==> src/rtl/shift_pkg.sv <==
// Shared types and helpers for the pipelined shift unit: operation encoding,
// datapath width and a 32-bit bit-reversal helper.
package shift_pkg;

  localparam int XLEN = 32;

  typedef enum logic [1:0] {
    SH_SLL = 2'b00,
    SH_SRL = 2'b01,
    SH_ROR = 2'b10,
    SH_SRA = 2'b11
  } shift_op_e;

  function automatic logic [XLEN-1:0] bitrev32(input logic [XLEN-1:0] x);
    logic [XLEN-1:0] y;
    for (int i = 0; i < XLEN; i++) begin
      y[i] = x[XLEN-1-i];
    end
    return y;
  endfunction

endpackage

==> src/rtl/shifter.sv <==
// Logical-right barrel shifter: out = en ? (inA >> inB) : 0.
// Five log stages, one per shift-amount bit.
module shifter
  import shift_pkg::*;
(
  input  logic [XLEN-1:0] inA,
  input  logic [4:0]      inB,
  input  logic            en,
  output logic [XLEN-1:0] out
);

  logic [XLEN-1:0] stage [0:5];

  // NOTE: every combinational output is assigned on all paths, so no latches are inferred.
  always_comb begin
    stage[0] = inA;
    for (int k = 0; k < 5; k++) begin
      stage[k+1] = inB[k] ? (stage[k] >> (1 << k)) : stage[k];
    end
    out = en ? stage[5] : '0;
  end

endmodule

==> src/rtl/shift_unit_pipe.sv <==
// Two-stage valid/ready shift unit built on the right-only `shifter`.
// Define SHIFT_ROR_EN to make op 2'b10 a rotate-right (third shifter); otherwise it acts as SRL.
module shift_unit_pipe
  import shift_pkg::*;
#(
  parameter int TAG_W = 5
) (
  input  logic             i_clk,
  input  logic             i_rst_n,
  input  logic             i_flush,
  input  logic             i_op_valid,
  output logic             o_op_ready,
  input  logic [1:0]       i_op,
  input  logic [XLEN-1:0]  i_a,
  input  logic [4:0]       i_shamt,
  input  logic [TAG_W-1:0] i_tag,
  output logic             o_res_valid,
  input  logic             i_res_ready,
  output logic [XLEN-1:0]  o_res,
  output logic [TAG_W-1:0] o_res_tag
);

  localparam logic [XLEN-1:0] ALL_ONES = '1;

  // Stage 1: the accepted op, with the operand pre-reversed for left shifts.
  logic             s1_v_d,     s1_v_q;
  shift_op_e        s1_op_d,    s1_op_q;
  logic [4:0]       s1_shamt_d, s1_shamt_q;
  logic [TAG_W-1:0] s1_tag_d,   s1_tag_q;
  logic             s1_sign_d,  s1_sign_q;
  logic [XLEN-1:0]  s1_pa_d,    s1_pa_q;

  // Stage 2: registered result presented to the consumer.
  logic             s2_v_d,     s2_v_q;
  logic [XLEN-1:0]  res_d,      res_q;
  logic [TAG_W-1:0] res_tag_d,  res_tag_q;

  logic             op_ready;
  logic             accept;
  logic             s2_load;
  logic [XLEN-1:0]  shr_r;
  logic [XLEN-1:0]  shr_m;
  logic [XLEN-1:0]  s1_res;

  shifter u_shift_data (
    .inA (s1_pa_q),
    .inB (s1_shamt_q),
    .en  (s1_v_q),
    .out (shr_r)
  );

  shifter u_shift_mask (
    .inA (ALL_ONES),
    .inB (s1_shamt_q),
    .en  (s1_v_q),
    .out (shr_m)
  );

`ifdef SHIFT_ROR_EN
  logic [4:0]      rot_amt;
  logic [XLEN-1:0] rot_in;
  logic [XLEN-1:0] rot_r;

  // Left shift by (32 - shamt) done as reverse / right-shift / reverse; shamt=0 wraps to 0.
  assign rot_amt = 5'd0 - s1_shamt_q;
  assign rot_in  = bitrev32(s1_pa_q);

  shifter u_shift_rot (
    .inA (rot_in),
    .inB (rot_amt),
    .en  (s1_v_q),
    .out (rot_r)
  );
`endif

  always_comb begin
    s1_res = shr_r;
    unique case (s1_op_q)
      SH_SLL: s1_res = bitrev32(shr_r);
      SH_SRL: s1_res = shr_r;
      SH_SRA: s1_res = shr_r | (s1_sign_q ? ~shr_m : '0);
`ifdef SHIFT_ROR_EN
      SH_ROR: s1_res = shr_r | bitrev32(rot_r);
`else
      SH_ROR: s1_res = shr_r;
`endif
      default: s1_res = shr_r;
    endcase
  end

  // S1 frees up whenever it is empty or its op moves to S2 this cycle.
  assign op_ready = ~i_flush & (~s1_v_q | ~s2_v_q | i_res_ready);
  assign accept   = i_op_valid & op_ready;
  assign s2_load  = s1_v_q & (~s2_v_q | i_res_ready);

  always_comb begin
    s1_v_d     = s1_v_q;
    s1_op_d    = s1_op_q;
    s1_shamt_d = s1_shamt_q;
    s1_tag_d   = s1_tag_q;
    s1_sign_d  = s1_sign_q;
    s1_pa_d    = s1_pa_q;
    s2_v_d     = s2_v_q;
    res_d      = res_q;
    res_tag_d  = res_tag_q;

    if (accept) begin
      s1_op_d    = shift_op_e'(i_op);
      s1_shamt_d = i_shamt;
      s1_tag_d   = i_tag;
      s1_sign_d  = i_a[XLEN-1];
      s1_pa_d    = (shift_op_e'(i_op) == SH_SLL) ? bitrev32(i_a) : i_a;
    end

    if (s2_load) begin
      res_d     = s1_res;
      res_tag_d = s1_tag_q;
    end

    // Flush wins over both an accept and a same-cycle result handshake.
    if (i_flush) begin
      s1_v_d = 1'b0;
      s2_v_d = 1'b0;
    end else begin
      if (accept)       s1_v_d = 1'b1;
      else if (s2_load) s1_v_d = 1'b0;

      if (s2_load)          s2_v_d = 1'b1;
      else if (i_res_ready) s2_v_d = 1'b0;
    end
  end

  // NOTE: state registers use non-blocking assignments so every flop samples pre-edge values.
  always_ff @(posedge i_clk or negedge i_rst_n) begin
    if (!i_rst_n) begin
      // NOTE: payload registers are reset as well so the observable result is zero out of reset.
      s1_v_q     <= 1'b0;
      s1_op_q    <= SH_SLL;
      s1_shamt_q <= '0;
      s1_tag_q   <= '0;
      s1_sign_q  <= 1'b0;
      s1_pa_q    <= '0;
      s2_v_q     <= 1'b0;
      res_q      <= '0;
      res_tag_q  <= '0;
    end else begin
      s1_v_q     <= s1_v_d;
      s1_op_q    <= s1_op_d;
      s1_shamt_q <= s1_shamt_d;
      s1_tag_q   <= s1_tag_d;
      s1_sign_q  <= s1_sign_d;
      s1_pa_q    <= s1_pa_d;
      s2_v_q     <= s2_v_d;
      res_q      <= res_d;
      res_tag_q  <= res_tag_d;
    end
  end

  assign o_op_ready  = op_ready;
  assign o_res_valid = s2_v_q;
  assign o_res       = res_q;
  assign o_res_tag   = res_tag_q;

endmodule

==> config.mk <==
export PLATFORM = sky130hd
export DESIGN_NAME = shift_unit_pipe
export DESIGN_NICKNAME = d
export VERILOG_FILES = /design/src/rtl/shift_pkg.sv /design/src/rtl/shifter.sv /design/src/rtl/shift_unit_pipe.sv
export SDC_FILE = /design/constraint.sdc
export NUM_CORES = 1
export LEC_CHECK = 0
export ABC_AREA = 1
export BUFFER_PORTS_ARGS = -buffer_cell sky130_fd_sc_hd__buf_2
export CAP_MARGIN = 25
export CORE_UTILIZATION = 58
export DETAILED_ROUTE_END_ITERATION = 12
export PLACE_DENSITY = 0.91
export RECOVER_POWER = 50
export SLEW_MARGIN = 20
export SYNTH_ARGS = -nofsm -noshare
export SYNTH_HDL_FRONTEND = slang
export SYNTH_SLANG_ARGS = --single-unit
==> constraint.sdc <==
create_clock -name i_clk -period 2.41 [get_ports i_clk]
set_clock_uncertainty 0.15 [all_clocks]
set_input_delay 0.482 -clock i_clk [delete_from_list [all_inputs] [get_ports i_clk]]
set_output_delay 0.482 -clock i_clk [all_outputs]
set_load 0.01 [all_outputs]
==> impl_table.tex, run 1 <==
\begin{tabular}{lr}
\hline
Metric & Value \\
\hline
\multicolumn{2}{l}{\textbf{Synth}} \\
Post-synthesis sequential element count & 84 \\
Syn Inst Count & between 900 and 1000 \\
Portion of synthesized cell area occupied by the leading cell type & 35.9\% \\
Synthesized-area fraction occupied by ao, oa, aoi and oai cells & around 16\% \\
Warnings, synthesis & 0 \\
Simple-gate portion of the synthesized area & 38.4\% \\
Share of synthesized area spent on multiplexers & less than 1\% \\
Unique masters post-synth & 32 \\
Average cell area after synthesis & 6.37 µm² \\
Largest family of logic cells by synthesized area & simple AND/OR/NAND/NOR gates \\
Share of synthesized cell area in full adder, half adder and majority cells & 0.428\% \\
Dominant cells by area after synthesis & dfrtp\_1, nand2\_1, nand3\_1 \\
Dominant cell type by area after synthesis & dfrtp\_1 \\
Synthesized Nets & 970 \\
Seq/Total Area, Yosys & 35.9\% \\
Post-Synth XOR/XNOR Area & 0\% \\
Area of the mapped netlist & 0.00585 mm² \\
\multicolumn{2}{l}{\textbf{Critical path}} \\
Maximum fanout along the worst path & 26 \\
Cell count of the worst reg-to-reg path & 10 \\
Path type of the worst setup path & flip-flop to flip-flop \\
Data required time at the worst endpoint & 2.53 ns \\
Most repeated library cell on the critical path & nand2\_1 \\
Reg2reg start & s1\_shamt\_q[0]\$\_DFFE\_PN0P\_ \\
Endpoint of the worst-slack reg-to-reg timing path & o\_res[25]\$\_DFFE\_PN0P\_ \\
CP peak stage delay & 0.41 ns \\
Crit-path slowest cell & dfrtp\_1 \\
Startpoint Class & flip-flop \\
CP arrival & 2.31 ns \\
Cell-by-cell trace of the critical path & buf\_4, or2\_2, o21ai\_1, nand2\_1, nand2\_1, o21ai\_1, a21oi\_1, nand2\_1, o21ai\_1, nand2\_1 \\
Reg-to-reg slack, setup & $\sim$0.21 ns \\
CP endpoint kind & flip-flop \\
\multicolumn{2}{l}{\textbf{Placed design}} \\
Number of buffers added on ports & 87 \\
DPL Wire Length & 14100 µm \\
Gpl congestion & 1.06 \\
\multicolumn{2}{l}{\textbf{Timing}} \\
Final critical delay including setup and external delays & about 2.2 ns \\
Number of pins with negative max-slew slack in the final report & 0 \\
Setup TNS & 0 ns \\
Worst slew margin relative to its limit & 23.5\% \\
Count of endpoints failing hold in the final timing report & 0 \\
Setup-violating endpoint count in the final report & 0 \\
Worst Hold Slack & 0.128 ns \\
Final critical-path share of the clock period & 91.1\% \\
Unrepaired setup endpoints after global routing & no \\
Pin slew with the least headroom to its limit & 1.15 ns \\
Highest attainable clock frequency & 456 MHz \\
\multicolumn{2}{l}{\textbf{Clocking}} \\
Clk sink count & 84 \\
H-tree levels & 3 \\
CTS clock-pin slew for the worst setup and hold paths & 0.09 ns \\
Clock insertion delay at the later pin of the skew report & roughly 0.4 ns \\
TritonCTS clock tree & built \\
Maximum count of clock buffers along a single path & 2 \\
Post-cts repair resize count & 0 \\
Cell at the root of the clock tree & clkbuf\_8 \\
Clock buffers created by TritonCTS & 9 \\
\multicolumn{2}{l}{\textbf{Finish}} \\
Antenna fix cells & 0 \\
Proportion of layout cells with a drive suffix above 1 & between 10\% and 20\% \\
Area added between synthesis and finish & 13.4\% \\
Layout net count & 1044 \\
Commonest non-fill, non-tap cells in the layout & nand2\_1, nand3\_1, dfrtp\_1 \\
Fill cell count & 883 \\
Most common cell after layout, fill and taps aside & nand2\_1 \\
\multicolumn{2}{l}{\textbf{Power}} \\
Leakage power figure & approximately 3.4 nW \\
Max rail drop VDD & 0.000405 V \\
Areal power density over the cells & approximately 710 mW/mm² \\
\multicolumn{2}{l}{\textbf{Routing}} \\
DRC violations left & 0 \\
Vias per cell & between 5 and 6 \\
Via Count & 6680 \\
Pre-Repair DR Iteration Count & 8 \\
Post-DR wirelength/cell & approximately 17 µm \\
Residual antenna-violating net count after detailed routing & 0 \\
First DRT Iteration DRCs & 791 \\
Overall routed net length & 18800 µm \\
\multicolumn{2}{l}{\textbf{Die}} \\
Core ar. & 0.00977 mm² \\
Overall die area & 0.0105 mm² \\
Die X & 102 µm \\
Standard-cell row count & 36 \\
Effective utilization at floorplan & 59.9\% \\
Die boundary height & 102 µm \\
Boundary Pins & 88 \\
\multicolumn{2}{l}{\textbf{Worst hold path}} \\
Class of the tightest hold or removal check & primary input to flip-flop \\
Hold Path End & o\_res\_valid\$\_DFFE\_PN0P\_ \\
Hold Path Cell Cnt & 2 \\
Launch point of the worst hold path & i\_flush \\
\multicolumn{2}{l}{\textbf{Status}} \\
Run status & completed \\
\multicolumn{2}{l}{\textbf{Global route}} \\
Number of global-route vias before repair & approximately 5900 \\
Overall overflow remaining after global route & 0 \\
Pin count of the biggest net entering global routing & 85 \\
Global-route wire length before repair & between 20000 and 30000 µm \\
Total routing usage reported by global routing & 37.9\% \\
Antenna violations before repair & 0 \\
\multicolumn{2}{l}{\textbf{Job}} \\
Max Cap Viol & 0 \\
\hline
\end{tabular}
cell usage after synthesis:
master	instances
nand2_1	321
nand3_1	142
dfrtp_1	84
o21ai_0	75
a21oi_1	56
nor2_1	56
inv_1	44
clkbuf_1	31
o21ai_1	30
buf_2	20
inv_2	8
a31oi_1	7
or2_2	6
nand4_1	5
mux2_2	4
o211ai_1	4
buf_6	3
o21ai_2	3
buf_1	2
buf_4	2
ha_1	2
nor2_4	2
o21bai_1	2
or2_1	2
a21oi_2	1
a311oi_1	1
clkinv_1	1
inv_4	1
nand2_4	1
nor3_1	1
o2111ai_1	1
o31ai_1	1
final cells by class:
| cell class | count | area [µm²] | area share (%) |
|---|---|---|---|
| Clock buffer | 9 | 124 | 1.87 |
| Tap cell | 133 | 166 | 2.51 |
| Timing Repair Buffer | 121 | 709 | 10.7 |
| Multi-Input combinational cell | 723 | 3280 | 49.4 |
| Sequential cell | 84 | 2100 | 31.7 |
| Clock inverter | 7 | 51.3 | 0.773 |
| Inverter | 54 | 205 | 3.09 |
logic make-up after synthesis:
| kind of cell | count (synthesis) |
|---|---|
| buf+inv | 112 |
| compound gates | 181 |
| mux | 4 |
| simple gates | 536 |
| fa+ha+maj | 2 |
| flops | 84 |
report_power, final:
part           total [mW]  switching, mW  internal (mW)
clock               0.964          0.586          0.378
combinational        1.90           1.26          0.635
sequential           1.86          0.189           1.67
total                4.72           2.04           2.68
sequential cells by signal (all words and copies together), names as in the netlist, 2 cells and up:
signal      count
s1_tag_q        5
o_res          32
s1_shamt_q      5
s1_op_q         2
o_res_tag       5
s1_pa_q        32
routing by layer:
layer / track usage, % / wire (µm)
met5: 0 / 0
met4: 19.7 / 822
met3: 8.62 / 1810
met2: 53.6 / 7950
met1: 53.8 / 8250
worst max-delay path by stage:
| stage | start | end | depth (start not counted) |
|---|---|---|---|
| 2_1_floorplan | s1_op_q[0]$_DFFE_PN0P_ | o_res[10]$_DFFE_PN0P_ | 9 |
| 3_3_place_gp | s1_shamt_q[3]$_DFFE_PN0P_ | o_res[2]$_DFFE_PN0P_ | 9 |
| 3_5_place_dp | s1_shamt_q[0]$_DFFE_PN0P_ | o_res[25]$_DFFE_PN0P_ | 10 |
| 4_1_cts | s1_shamt_q[1]$_DFFE_PN0P_ | o_res[0]$_DFFE_PN0P_ | 11 |
| 5_1_grt | s1_shamt_q[1]$_DFFE_PN0P_ | o_res[3]$_DFFE_PN0P_ | 12 |
| 6_report | s1_shamt_q[0]$_DFFE_PN0P_ | o_res[25]$_DFFE_PN0P_ | 10 |
stage by stage:
stage          util [%]  std cells  area [µm²]  power (mW)  worst slack (ns)
2_1_floorplan         -        919        5850        3.08             0.623
3_3_place_gp       66.4       1114        6490        3.71             0.288
3_5_place_dp       66.4       1114        6490        3.74             0.282
4_1_cts            68.3       1131        6680        4.69             0.268
5_1_grt            67.9       1131        6640        5.03            0.0130
6_report           67.9       1131        6640        4.72             0.215
what timing repair did:
item | 4_1_cts | 5_1_grt
setup buffers | 0 | 0
hold buffers | 1 | 0
endpoints found under the hold margin | 14 | 0
critical path: cells and delay by family (launching register included):
| kind | cells | cell delay [ns] |
|---|---|---|
| compound gates | 4 | 0.58 |
| simple gates | 5 | 0.71 |
| buf+inv | 1 | 0.23 |
| flops | 1 | 0.41 |
(Power assumes the default switching activity.)
==> run 2: changes to the inputs <==
- CORE_ASPECT_RATIO: not set -> 1.1
- clock period: 2.41 -> 2.48 ns (I/O delays scaled with it)
==> impl_table.tex, run 2 (synthesis gave the netlist of run 1 again) <==
\begin{tabular}{lr}
\hline
Metric & Value \\
\hline
\multicolumn{2}{l}{\textbf{Finish}} \\
Fill cell count & 948 \\
Cell Count, Final, Fillers Out & approximately 1100 \\
Post-route core utilization & between 60 and 70\% \\
Layout net count & 1044 \\
Area added between synthesis and finish & 13.2\% \\
Antenna fix cells & 0 \\
Design Area, Final & about 0.0066 mm² \\
Commonest non-fill, non-tap cells in the layout & nand2\_1, nand3\_1, dfrtp\_1 \\
Proportion of layout cells with a drive suffix above 1 & $\sim$15\% \\
Most common cell after layout, fill and taps aside & nand2\_1 \\
\multicolumn{2}{l}{\textbf{Critical path}} \\
Startpoint Class & flip-flop \\
Path type of the worst setup path & flip-flop to flip-flop \\
CP arrival & 2.39 ns \\
Data required time at the worst endpoint & between 2 and 3 ns \\
CP endpoint kind & flip-flop \\
Maximum fanout along the worst path & 8 \\
\multicolumn{2}{l}{\textbf{Timing}} \\
Setup TNS & 0 ns \\
Unrepaired setup endpoints after global routing & no \\
Highest attainable clock frequency & 447 MHz \\
Final worst slack & 0.243 ns \\
Final critical-path share of the clock period & 90.2\% \\
Worst slew margin relative to its limit & 41.6\% \\
Pin slew with the least headroom to its limit & 0.876 ns \\
Number of pins with negative max-slew slack in the final report & 0 \\
Count of endpoints failing hold in the final timing report & 0 \\
Final critical delay including setup and external delays & 2.24 ns \\
Worst Hold Slack & 0.157 ns \\
Setup-violating endpoint count in the final report & 0 \\
\multicolumn{2}{l}{\textbf{Die}} \\
Overall die area & 0.0105 mm² \\
Die boundary height & between 100 and 150 µm \\
Standard-cell row count & 38 \\
Effective utilization at floorplan & about 60\% \\
Die X & 97.8 µm \\
Core ar. & 0.00984 mm² \\
Boundary Pins & 88 \\
\multicolumn{2}{l}{\textbf{Global route}} \\
Pin count of the biggest net entering global routing & 65 \\
Total routing usage reported by global routing & 37.6\% \\
Antenna violations before repair & 0 \\
Number of global-route vias before repair & 5943 \\
Global-route wire length before repair & 30400 µm \\
Overall overflow remaining after global route & 0 \\
\multicolumn{2}{l}{\textbf{Worst hold path}} \\
Class of the tightest hold or removal check & primary input to flip-flop \\
\multicolumn{2}{l}{\textbf{Clocking}} \\
Clock buffers created by TritonCTS & 9 \\
Maximum count of clock buffers along a single path & 2 \\
CTS clock-pin slew for the worst setup and hold paths & 0.10 ns \\
TritonCTS clock tree & built \\
Setup Fix Bufs, Post-CTS & 0 \\
H-tree levels & 3 \\
Post-cts repair resize count & 0 \\
Clock insertion delay at the later pin of the skew report & 0.37 ns \\
Cell at the root of the clock tree & clkbuf\_8 \\
Clk sink count & 84 \\
\multicolumn{2}{l}{\textbf{Placed design}} \\
Gpl congestion & 1.04 \\
DPL Wire Length & 14400 µm \\
Place WS & 0.339 ns \\
Post-place instance area & roughly 0.0065 mm² \\
Dpl cells & roughly 1100 \\
Number of buffers added on ports & 87 \\
\multicolumn{2}{l}{\textbf{Power}} \\
Leakage power figure & $\sim$3.4 nW \\
Areal power density over the cells & just under 700 mW/mm² \\
Total power & 4.57 mW \\
Max rail drop VDD & 0.000439 V \\
\multicolumn{2}{l}{\textbf{Routing}} \\
First DRT Iteration DRCs & roughly 520 \\
Vias per cell & 5.80 \\
Overall routed net length & about 19000 µm \\
DRC violations left & 4 \\
Post-DR wirelength/cell & 16.8 µm \\
Residual antenna-violating net count after detailed routing & 0 \\
Pre-Repair DR Iteration Count & 9 \\
Via Count & between 6000 and 7000 \\
\multicolumn{2}{l}{\textbf{Status}} \\
Run status & finished, violations left \\
Failing checks & DRC \\
\multicolumn{2}{l}{\textbf{Job}} \\
Max Cap Viol & 0 \\
\hline
\end{tabular}
[run 2: final timing paths]
check	start	endpoint	slack (ns)	cells after the start
min	i_flush	o_res_valid$_DFFE_PN0P_	0.16	2
max reg2reg	s1_v_q$_DFFE_PN0P_	o_res[6]$_DFFE_PN0P_	0.24	12
min reg2reg	s1_tag_q[0]$_DFFE_PN0P_	o_res_tag[0]$_DFFE_PN0P_	0.33	2
max	s1_v_q$_DFFE_PN0P_	o_res[6]$_DFFE_PN0P_	0.24	12
max in group asynchronous	i_rst_n	s1_shamt_q[0]$_DFFE_PN0P_	0.42	3
min in group asynchronous	i_rst_n	o_res[20]$_DFFE_PN0P_	0.63	2
[run 2: per-layer routing]
metal | share of wire, % | track usage (%) | up-vias | routed length, µm
li1 | - | - | 3190 | -
met1 | 42 | 48.6 | 2923 | 7850
met2 | 47 | 61.1 | 306 | 8810
met3 | 6.0 | 5.00 | 68 | 1130
met4 | 5.1 | 21.2 | 0 | 965
met5 | 0 | 0 | - | 0
[run 2: critical path: stages, from the launching register on]
cell,delay [ns]
dfrtp_1,0.64
nand2_4,0.17
nor2_4,0.23
inv_2,0.12
nor2_4,0.11
inv_1,0.13
o21ai_1,0.17
a21oi_1,0.07
nand2_1,0.14
nand2_1,0.06
nand2_1,0.06
nand2_1,0.05
nand2_1,0.06
[run 2: area by class of cell]
type                    count  area [µm²]  share of cell area, %
well taps                 120         150                   2.27
clock inverters             7        57.6                  0.869
inverters                  54         205                   3.10
repair buffers            121         703                   10.6
flip-flops and latches     84        2100                   31.7
clock buffers               9         124                   1.87
multi-input cells         723        3280                   49.5
[run 2: what timing repair did]
item / CTS / global route
setup endpoints to repair: 0 / 0
hold endpoints to repair: 35 / 0
hold buffers: 1 / 0
[run 2: power by group]
group          leakage, nW  internal (mW)  switching (mW)  total, mW
clock               0.0886          0.380           0.550      0.930
sequential            1.05           1.62           0.178       1.80
combinational         2.29          0.620            1.22       1.84
total                 3.43           2.62            1.95       4.57
